`config.mk`:
```
export PLATFORM = sky130hd
export DESIGN_NAME = kanagawa_fifo_debug_monitor
export DESIGN_NICKNAME = d
export VERILOG_FILES = /design/src/rtl/kanagawa_fifo_debug_monitor.sv
export SDC_FILE = /design/constraint.sdc
export NUM_CORES = 1
export LEC_CHECK = 0
export ABC_AREA = 1
export BUFFER_PORTS_ARGS = -buffer_cell sky130_fd_sc_hd__buf_4
export CORE_UTILIZATION = 55
export CTS_CLUSTER_DIAMETER = 120
export DETAILED_ROUTE_END_ITERATION = 8
export GPL_ROUTABILITY_DRIVEN = 0
export PLACE_DENSITY = 0.77
export SLEW_MARGIN = 10
export SYNTH_ARGS = -nofsm -noshare
export SYNTH_HDL_FRONTEND = slang
export SYNTH_SLANG_ARGS = --single-unit
export TNS_END_PERCENT = 50
```
`constraint.sdc`:
```
create_clock -name clk -period 1.8 [get_ports clk]
set_clock_uncertainty 0.1 [all_clocks]
set_input_delay 0.18 -clock clk [delete_from_list [all_inputs] [get_ports clk]]
set_output_delay 0.18 -clock clk [all_outputs]
set_load 0.05 [all_outputs]
```
`src/rtl/kanagawa_fifo_debug_monitor.sv`:
```
// FIFO misuse monitor: watches write-while-full and read-while-empty on a single-clock FIFO,
// keeping sticky flags and saturating event counts. Never drives the FIFO itself.
module kanagawa_fifo_debug_monitor #(
    parameter int COUNT_WIDTH = 16,
    parameter bit SIM_REPORT  = 1'b0
) (
    input  logic                   clk,
    input  logic                   rst,
    input  logic                   full_in,
    input  logic                   wren_in,
    input  logic                   empty_in,
    input  logic                   rden_in,
    input  logic                   clear_in,
    output logic                   overflow_out,
    output logic                   underflow_out,
    output logic [COUNT_WIDTH-1:0] overflow_count_out,
    output logic [COUNT_WIDTH-1:0] underflow_count_out
);

    localparam logic [COUNT_WIDTH-1:0] CNT_ONE = COUNT_WIDTH'(1);

    // Counters stick at all-ones instead of wrapping back to zero.
    function automatic logic [COUNT_WIDTH-1:0] sat_inc(input logic [COUNT_WIDTH-1:0] value);
        if (&value) begin
            return value;
        end
        return value + CNT_ONE;
    endfunction

    logic                   ovf_evt;
    logic                   unf_evt;
    logic                   ovf_flag_p0;
    logic                   unf_flag_p0;
    logic [COUNT_WIDTH-1:0] ovf_cnt_p0;
    logic [COUNT_WIDTH-1:0] unf_cnt_p0;

    assign ovf_evt = wren_in & full_in;
    assign unf_evt = rden_in & empty_in;

    // Event sample -> flag/count register; clear outranks a same-cycle event.
    always_ff @(posedge clk or negedge rst) begin
        if (!rst) begin
            ovf_flag_p0 <= 1'b0;
            unf_flag_p0 <= 1'b0;
            ovf_cnt_p0  <= '0;
            unf_cnt_p0  <= '0;
        end else if (clear_in) begin
            ovf_flag_p0 <= 1'b0;
            unf_flag_p0 <= 1'b0;
            ovf_cnt_p0  <= '0;
            unf_cnt_p0  <= '0;
        end else begin
            if (ovf_evt) begin
                ovf_flag_p0 <= 1'b1;
                ovf_cnt_p0  <= sat_inc(ovf_cnt_p0);
            end
            if (unf_evt) begin
                unf_flag_p0 <= 1'b1;
                unf_cnt_p0  <= sat_inc(unf_cnt_p0);
            end
        end
    end

    assign overflow_out        = ovf_flag_p0;
    assign underflow_out       = unf_flag_p0;
    assign overflow_count_out  = ovf_cnt_p0;
    assign underflow_count_out = unf_cnt_p0;

`ifndef SYNTHESIS
    generate
        if (SIM_REPORT) begin : g_sim_report
            always @(posedge clk) begin
                if (rst && ovf_evt) begin
                    $error("kanagawa_fifo_debug_monitor: write while full");
                end
                if (rst && unf_evt) begin
                    $error("kanagawa_fifo_debug_monitor: read while empty");
                end
            end
        end
    endgenerate
`endif

endmodule

```
==> results of run 1 <==
layout by cell type, fill, tap and decap left out:
master,instances
clkbuf_1,1
nand3_1,28
dfrtp_2,4
or2_2,2
inv_2,2
nand4_1,6
o21ai_0,19
nand3_2,2
nor2_4,3
dlygate4sd3_1,2
a21oi_1,1
inv_1,26
dfrtp_1,30
nor2_1,28
xor2_1,6
nor2_2,6
nand2_2,7
clkinv_2,1
clkinvlp_4,1
xnor2_1,3
ha_1,2
o21bai_1,5
o21ai_2,1
o21ai_1,3
clkbuf_8,6
buf_4,43
nand2_8,1
nand2_4,2
nand2_1,112
nor3_1,1
final cells by class:
| cell class | count | area, um^2 | area share (%) |
|---|---|---|---|
| Sequential cell | 34 | 856 | 32.6 |
| Multi-Input combinational cell | 238 | 1160 | 44.3 |
| Clock buffer | 7 | 86.3 | 3.29 |
| Inverter | 29 | 113 | 4.29 |
| Tap cell | 48 | 60.1 | 2.29 |
| Timing Repair Buffer | 45 | 343 | 13.1 |
| Clock inverter | 1 | 5.00 | 0.191 |
final timing paths:
path	start	endpoint	slack (ps)	cells after the start
setup / recovery	overflow_count_out[0]$_DFFE_PN0P_	overflow_count_out[10]$_DFFE_PN0P_	110	8
hold / removal	empty_in	underflow_out$_DFFE_PN0P_	240	5
setup reg to reg	overflow_count_out[0]$_DFFE_PN0P_	overflow_count_out[10]$_DFFE_PN0P_	110	8
hold reg to reg	overflow_count_out[0]$_DFFE_PN0P_	overflow_count_out[0]$_DFFE_PN0P_	410	1
max in group asynchronous	rst	overflow_count_out[0]$_DFFE_PN0P_	990	2
min in group asynchronous	rst	underflow_count_out[5]$_DFFE_PN0P_	280	2
critical path: stages (launching register included):
cell and delay (ps):
dfrtp_2 430, ha_1 230, nand2_1 100, nor2_2 50
nand2_2 130, inv_1 100, nand3_1 120, nand3_2 160
o21ai_0 180
through the flow:
stage / utilization, % / setup TNS, ps / worst slack (ps) / instances / hold slack (ps)
detailed placement: 67.4 / 0 / 94.3 / 392 / 51.6
CTS: 70.4 / 0 / 79.0 / 402 / 230
finish: 70.7 / 0 / 110 / 402 / 243
floorplan: - / 0 / 39.8 / 305 / -216
global placement: 67.4 / 0 / 154 / 392 / 48.1
global route: 70.7 / -81.9 / -40.1 / 402 / 290
timing repair:
item / in CTS / in global routing
endpoints found under the setup margin: 0 / 6
endpoints found under the hold margin: 35 / 0
resized for setup: 0 / 5
hold buffers: 2 / 0
cells by family (layout without fill, tap and decap cells):
kind of cell	after synthesis	in the layout	synth area share (%)
simple gates	198	198	41.1
buf+inv	33	82	7.34
xor+xnor	9	9	3.64
flops	34	34	39.3
fa+ha+maj	2	2	1.16
compound gates	29	29	7.45
routing by layer:
layer | vias to the layer above | routed length, um | GRT usage (%)
li1 | 1061 | - | -
met5 | - | 0 | 0
met1 | 938 | 2540 | 39.3
met4 | 0 | 43 | 6.67
met2 | 59 | 2060 | 36.6
met3 | 7 | 231 | 4.23
power groups by stage:
stage                     Clock, mW  Combinational [mW]  Sequential [mW]
final                         0.586               0.154            0.786
after global routing          0.623               0.169            0.787
after CTS                     0.597               0.153            0.786
after detailed placement          0               0.149            0.800
after global placement            0               0.148            0.800
after floorplan                   0              0.0619            0.836
registers in the layout (all words and copies together), names as in the netlist:
signal / flops
overflow_count_out: 16
overflow_out: 1
underflow_count_out: 16
underflow_out: 1
==> results.tsv, run 1 <==
stage	metric	value	unit
run_status	outcome	finished clean	
routing	num_vias	2065	
power	seq_power_share	51.5	%
power	leakage	1.26	nW
global_routing	grt_pass1_vias	1727	
global_routing	grt_util_all_layers	25.5	%
floorplanning	core	3720	um^2
synthesis	netlist_instances	305	
worst_setup_path	critPathLaunchType	flip-flop	
clocking	cts_buffers	5	
timing	max_freq	592	MHz
global_routing	antenna_found_initial	0	
synthesis	ys_seq_elements	34	
synthesis	yosys_most_used_dff	dfrtp_1	
power	power.switching	397	uW
floorplanning	die-area	4190	um^2
clocking	cts_tree	done	
timing	finalCritPeriodShare	93.9	%
worst_setup_path	arrival	1790	ps
floorplanning	start_util	58.3	%
timing	worst_pin_slew	429	ps
power	comb_power_share	10.1	%
global_routing	overflow	0	
cells_and_area	drive_gt1_share	22.9	%
timing	slew_headroom	71.4	%
cells_and_area	diodes	0	
cells_and_area	finish.instance_area	2630	um^2
floorplanning	fp.dieH	64.8	um
clocking	clkTransAtPathRegs	70	ps
synthesis	synth_area_leader_cell	dfrtp_1	
routing	drtAntennaViolNets	0	
worst_setup_path	cp.required	1900	ps
timing	rsz0062_at_grt	true	
power	switching_share	26.0	%
place	place_area	2500	um^2
place	io_buffer_count	40	
global_routing	grt_max_degree	35	
power	pwr-share-clk	38.4	%
timing	drv_slew	0	
synthesis	synth_async_sr_flop_share	100	%
worst_setup_path	cp-end-kind	flip-flop	
routing	vias_per_cell	5.14	
power	powerDensity	581	nW/um^2
clocking	clock_path_buffers	2	
floorplanning	die_w	64.8	um
place	dp.final_hpwl	3.58	mm
power	p_total	1.53	mW
global_routing	grt_pass1_wl	8.26	mm
cells_and_area	fillers	323	
clocking	root_buffer	clkbuf_8	
worst_hold_path	hold_path.class	in2reg	
clocking	clock_sinks	34	
floorplanning	fp-row-count	22	
clocking	clk_latency	280	ps
synthesis	synth_commonest_cells	nand2_1 (112), dfrtp_1 (34), nand3_1 (29), nor2_1 (29), inv_1 (27)	
routing	drc	0	
synthesis	ys_seq_area_share	39.3	%
synthesis	synth_cell_type_count	27	
clocking	postCtsSetupBuffers	0	
power	internal_power	1.13	mW
synthesis	syn_area_per_cell	7.10	um^2
cells_and_area	area_growth	21.3	%
synthesis	synth_top_area_share	39.3	%
clocking	cts_htree_levels	2	
timing	hold_viol_final	0	
cells_and_area	final_nets	362	
synthesis	netlist_top_cells_area	dfrtp_1 (39%), nand2_1 (19%), nand3_1 (6.7%)	
worst_setup_path	critPathMaxFanout	5	
synthesis	synthesis.nets	314	
routing	firstDrtPassIters	4	
synthesis	synth-edff-count	0	
timing	setup_violations	0	
job	drv_cap	0	
floorplanning	ioPinCount	41	
routing	routedWlPerCell	12.1	um
power	peakVddDrop	387	uV
synthesis	yosys_warnings	0	
synthesis	syn_area	2170	um^2
synthesis	synth.most_common_cell	nand2_1	
timing	fin_crit	1690	ps
routing	drtIter0Drc	140	
worst_setup_path	crit_type	reg2reg	
routing	routed_wl	4.88	mm
Power figures use the tool's default switching activity.
==> run 2: changes to the inputs <==
--- a/config.mk
+++ b/config.mk
@@ -7,6 +7,8 @@
 export LEC_CHECK = 0
 export ABC_AREA = 1
 export BUFFER_PORTS_ARGS = -buffer_cell sky130_fd_sc_hd__buf_4
+export CAP_MARGIN = 5
+export CORE_ASPECT_RATIO = 1.75
 export CORE_UTILIZATION = 55
 export CTS_CLUSTER_DIAMETER = 120
 export DETAILED_ROUTE_END_ITERATION = 8
==> results.tsv, run 2 (synthesis gave the netlist of run 1 again) <==
stage	metric	value	unit	change
power	p_total	1.55	mW	+1.3%
worst_setup_path	arrival	1780	ps	about the same
floorplanning	fp-row-count	29		+32%
floorplanning	die-area	4200	um^2	+0.24%
cells_and_area	drive_gt1_share	23.7	%	+0.78 points
cells_and_area	final_cell_mix	nand2_1 (112), buf_4 (44), dfrtp_1 (30)		
worst_setup_path	critPathLaunchType	flip-flop		
cells_and_area	fillers	338		+4.6%
routing	routedWlPerCell	12.9	um	+6.3%
worst_hold_path	hold_path.class	in2reg		
timing	max_freq	598	MHz	+0.96%
global_routing	antenna_found_initial	0		unchanged
power	switching_share	27.0	%	+1.0 points
place	place_inst	391		-0.26%
worst_setup_path	worst_path_most_repeated_cell	nand2_1		
power	comb_power_share	10.0	%	about the same
cells_and_area	register_area	856	um^2	unchanged
timing	slew_headroom	69.9	%	-1.5 points
power	leakage	1.27	nW	+0.93%
floorplanning	fp.dieH	85.0	um	+31%
worst_setup_path	crit_chain	ha_1 > nand2_1 > nor2_2 > nand2_1 > inv_2 > nand3_2 > nand2_4 > nand2_1 > o21ai_1		
timing	rsz0062_at_grt	false		
timing	tns	0	ps	unchanged
power	internal_power	1.13	mW	-0.12%
clocking	cts_buffers	5		unchanged
clocking	clock_path_buffers	2		unchanged
global_routing	overflow	0		unchanged
timing	finalCritPeriodShare	93.0	%	-0.90 points
power	powerDensity	584	nW/um^2	+0.45%
timing	drv_slew	0		unchanged
floorplanning	core	3700	um^2	-0.40%
worst_setup_path	critPathMaxFanout	17		+12
routing	firstDrtPassIters	4		unchanged
global_routing	grt_pass1_vias	1886		+9.2%
routing	vias_per_cell	5.18		+0.83%
cells_and_area	diodes	0		unchanged
worst_setup_path	cp-end-kind	flip-flop		
worst_setup_path	cp.required	1900	ps	about the same
place	dp.final_hpwl	3.81	mm	+6.3%
cells_and_area	area_growth	22.2	%	
floorplanning	ioPinCount	41		unchanged
global_routing	grt_pass1_wl	8.54	mm	+3.3%
routing	drtIter0Drc	45		-68%
cells_and_area	multiInputGateArea	1180	um^2	+1.4%
clocking	cts_tree	done		
floorplanning	start_util	58.5	%	+0.24 points
global_routing	grt_max_degree	35		unchanged
power	peakVddDrop	586	uV	+51%
power	pwr-share-clk	39.1	%	+0.7 points
cells_and_area	final_nets	363		+0.28%
place	io_buffer_count	40		unchanged
clocking	clk_latency	280	ps	about the same
timing	hold_viol_final	0		unchanged
worst_setup_path	crit_type	reg2reg		
routing	routed_wl	5.17	mm	+6.0%
job	drv_cap	0		unchanged
timing	worst_pin_slew	451	ps	+21.8 ps
power	power.switching	418	uW	+5.2%
worst_setup_path	cpPeakStageDelay	400	ps	-30 ps
routing	num_vias	2077		+0.58%
run_status	outcome	finished clean		
timing	fin_crit	1670	ps	-16.1 ps
worst_setup_path	cp_top_family	simple AND/OR/NAND/NOR gates		
clocking	root_buffer	clkbuf_8		
global_routing	grt_util_all_layers	26.6	%	+1.1 points
clocking	clock_sinks	34		unchanged
clocking	clkTransAtPathRegs	70	ps	about the same
clocking	cts_htree_levels	2		unchanged
timing	hold_ws	202	ps	-41.5 ps
routing	drc	0		unchanged
routing	drtAntennaViolNets	0		unchanged
floorplanning	die_w	49.4	um	-24%
cells_and_area	fin_cells	401		-0.25%
worst_setup_path	critPathSlowestCell	dfrtp_2		
worst_setup_path	crit_buf_inv	1		unchanged
power	seq_power_share	50.9	%	-0.6 points
timing	setup_violations	0		unchanged
cells_and_area	post-route-util	71.5	%	+0.86 points
cells_and_area	layout_commonest_cell	nand2_1		
==> run 2: changes by cell type in the layout (fill, tap and decap cells not counted), sizes merged <==
cell and change:
inv +1, buf +1, clkbuf -1
==> run 2: worst paths after layout <==
path,start,end,slack [ps],cells past startpoint
min in group asynchronous,rst,overflow_count_out[3]$_DFFE_PN0P_,270,2
max in group asynchronous,rst,underflow_count_out[0]$_DFFE_PN0P_,970,2
hold / removal,empty_in,underflow_out$_DFFE_PN0P_,200,5
hold reg to reg,overflow_out$_DFFE_PN0P_,overflow_out$_DFFE_PN0P_,400,2
setup / recovery,underflow_count_out[0]$_DFFE_PN0P_,underflow_count_out[0]$_DFFE_PN0P_,130,9
setup reg to reg,underflow_count_out[0]$_DFFE_PN0P_,underflow_count_out[0]$_DFFE_PN0P_,130,9
==> run 2: power by group through the flow <==
stage          clock network (mW)  logic [mW]  registers (mW)
6_report                    0.605       0.155           0.786
5_1_grt                     0.640       0.167           0.787
4_1_cts                     0.621       0.154           0.786
3_5_place_dp                    0       0.151           0.801
3_3_place_gp                    0       0.150           0.801
2_1_floorplan                   0      0.0619           0.836
==> run 2: stage by stage <==
stage                     cell area [um^2]  setup slack, ps
after floorplan                       2170             39.8
after detailed placement              2510             31.3
after global placement                2510             35.4
after global routing                  2650             9.58
final                                 2650              126
after CTS                             2620             3.36
==> run 2: per-layer routing <==
metal / share of wire (%) / global-route usage (%)
met5: 0 / 0
met4: 2.4 / 12.7
met3: 2.7 / 3.23
met2: 56 / 51.4
met1: 39 / 27.3
==> run 2: repair_timing <==
item / CTS / global route
gates resized for setup: 0 / 7
hold buffers: 2 / 0
setup buffers: 0 / 0
setup endpoints to repair: 0 / 8
hold endpoints to repair: 36 / 0
==> run 2: final cells by class <==
class,count,share of cell area [%]
Sequential cell,34,32.3
Timing Repair Buffer,46,13.2
Inverter,29,4.11
Multi-Input combinational cell,238,44.6
Clock buffer,6,3.12
Tap cell,46,2.17
Clock inverter,2,0.473
==> run 2: tightest hold or removal path, stage by stage <==
cell	delay, ps
buf_4	70
nand2_1	80
inv_1	100
nor2_1	50
nor2_1	70
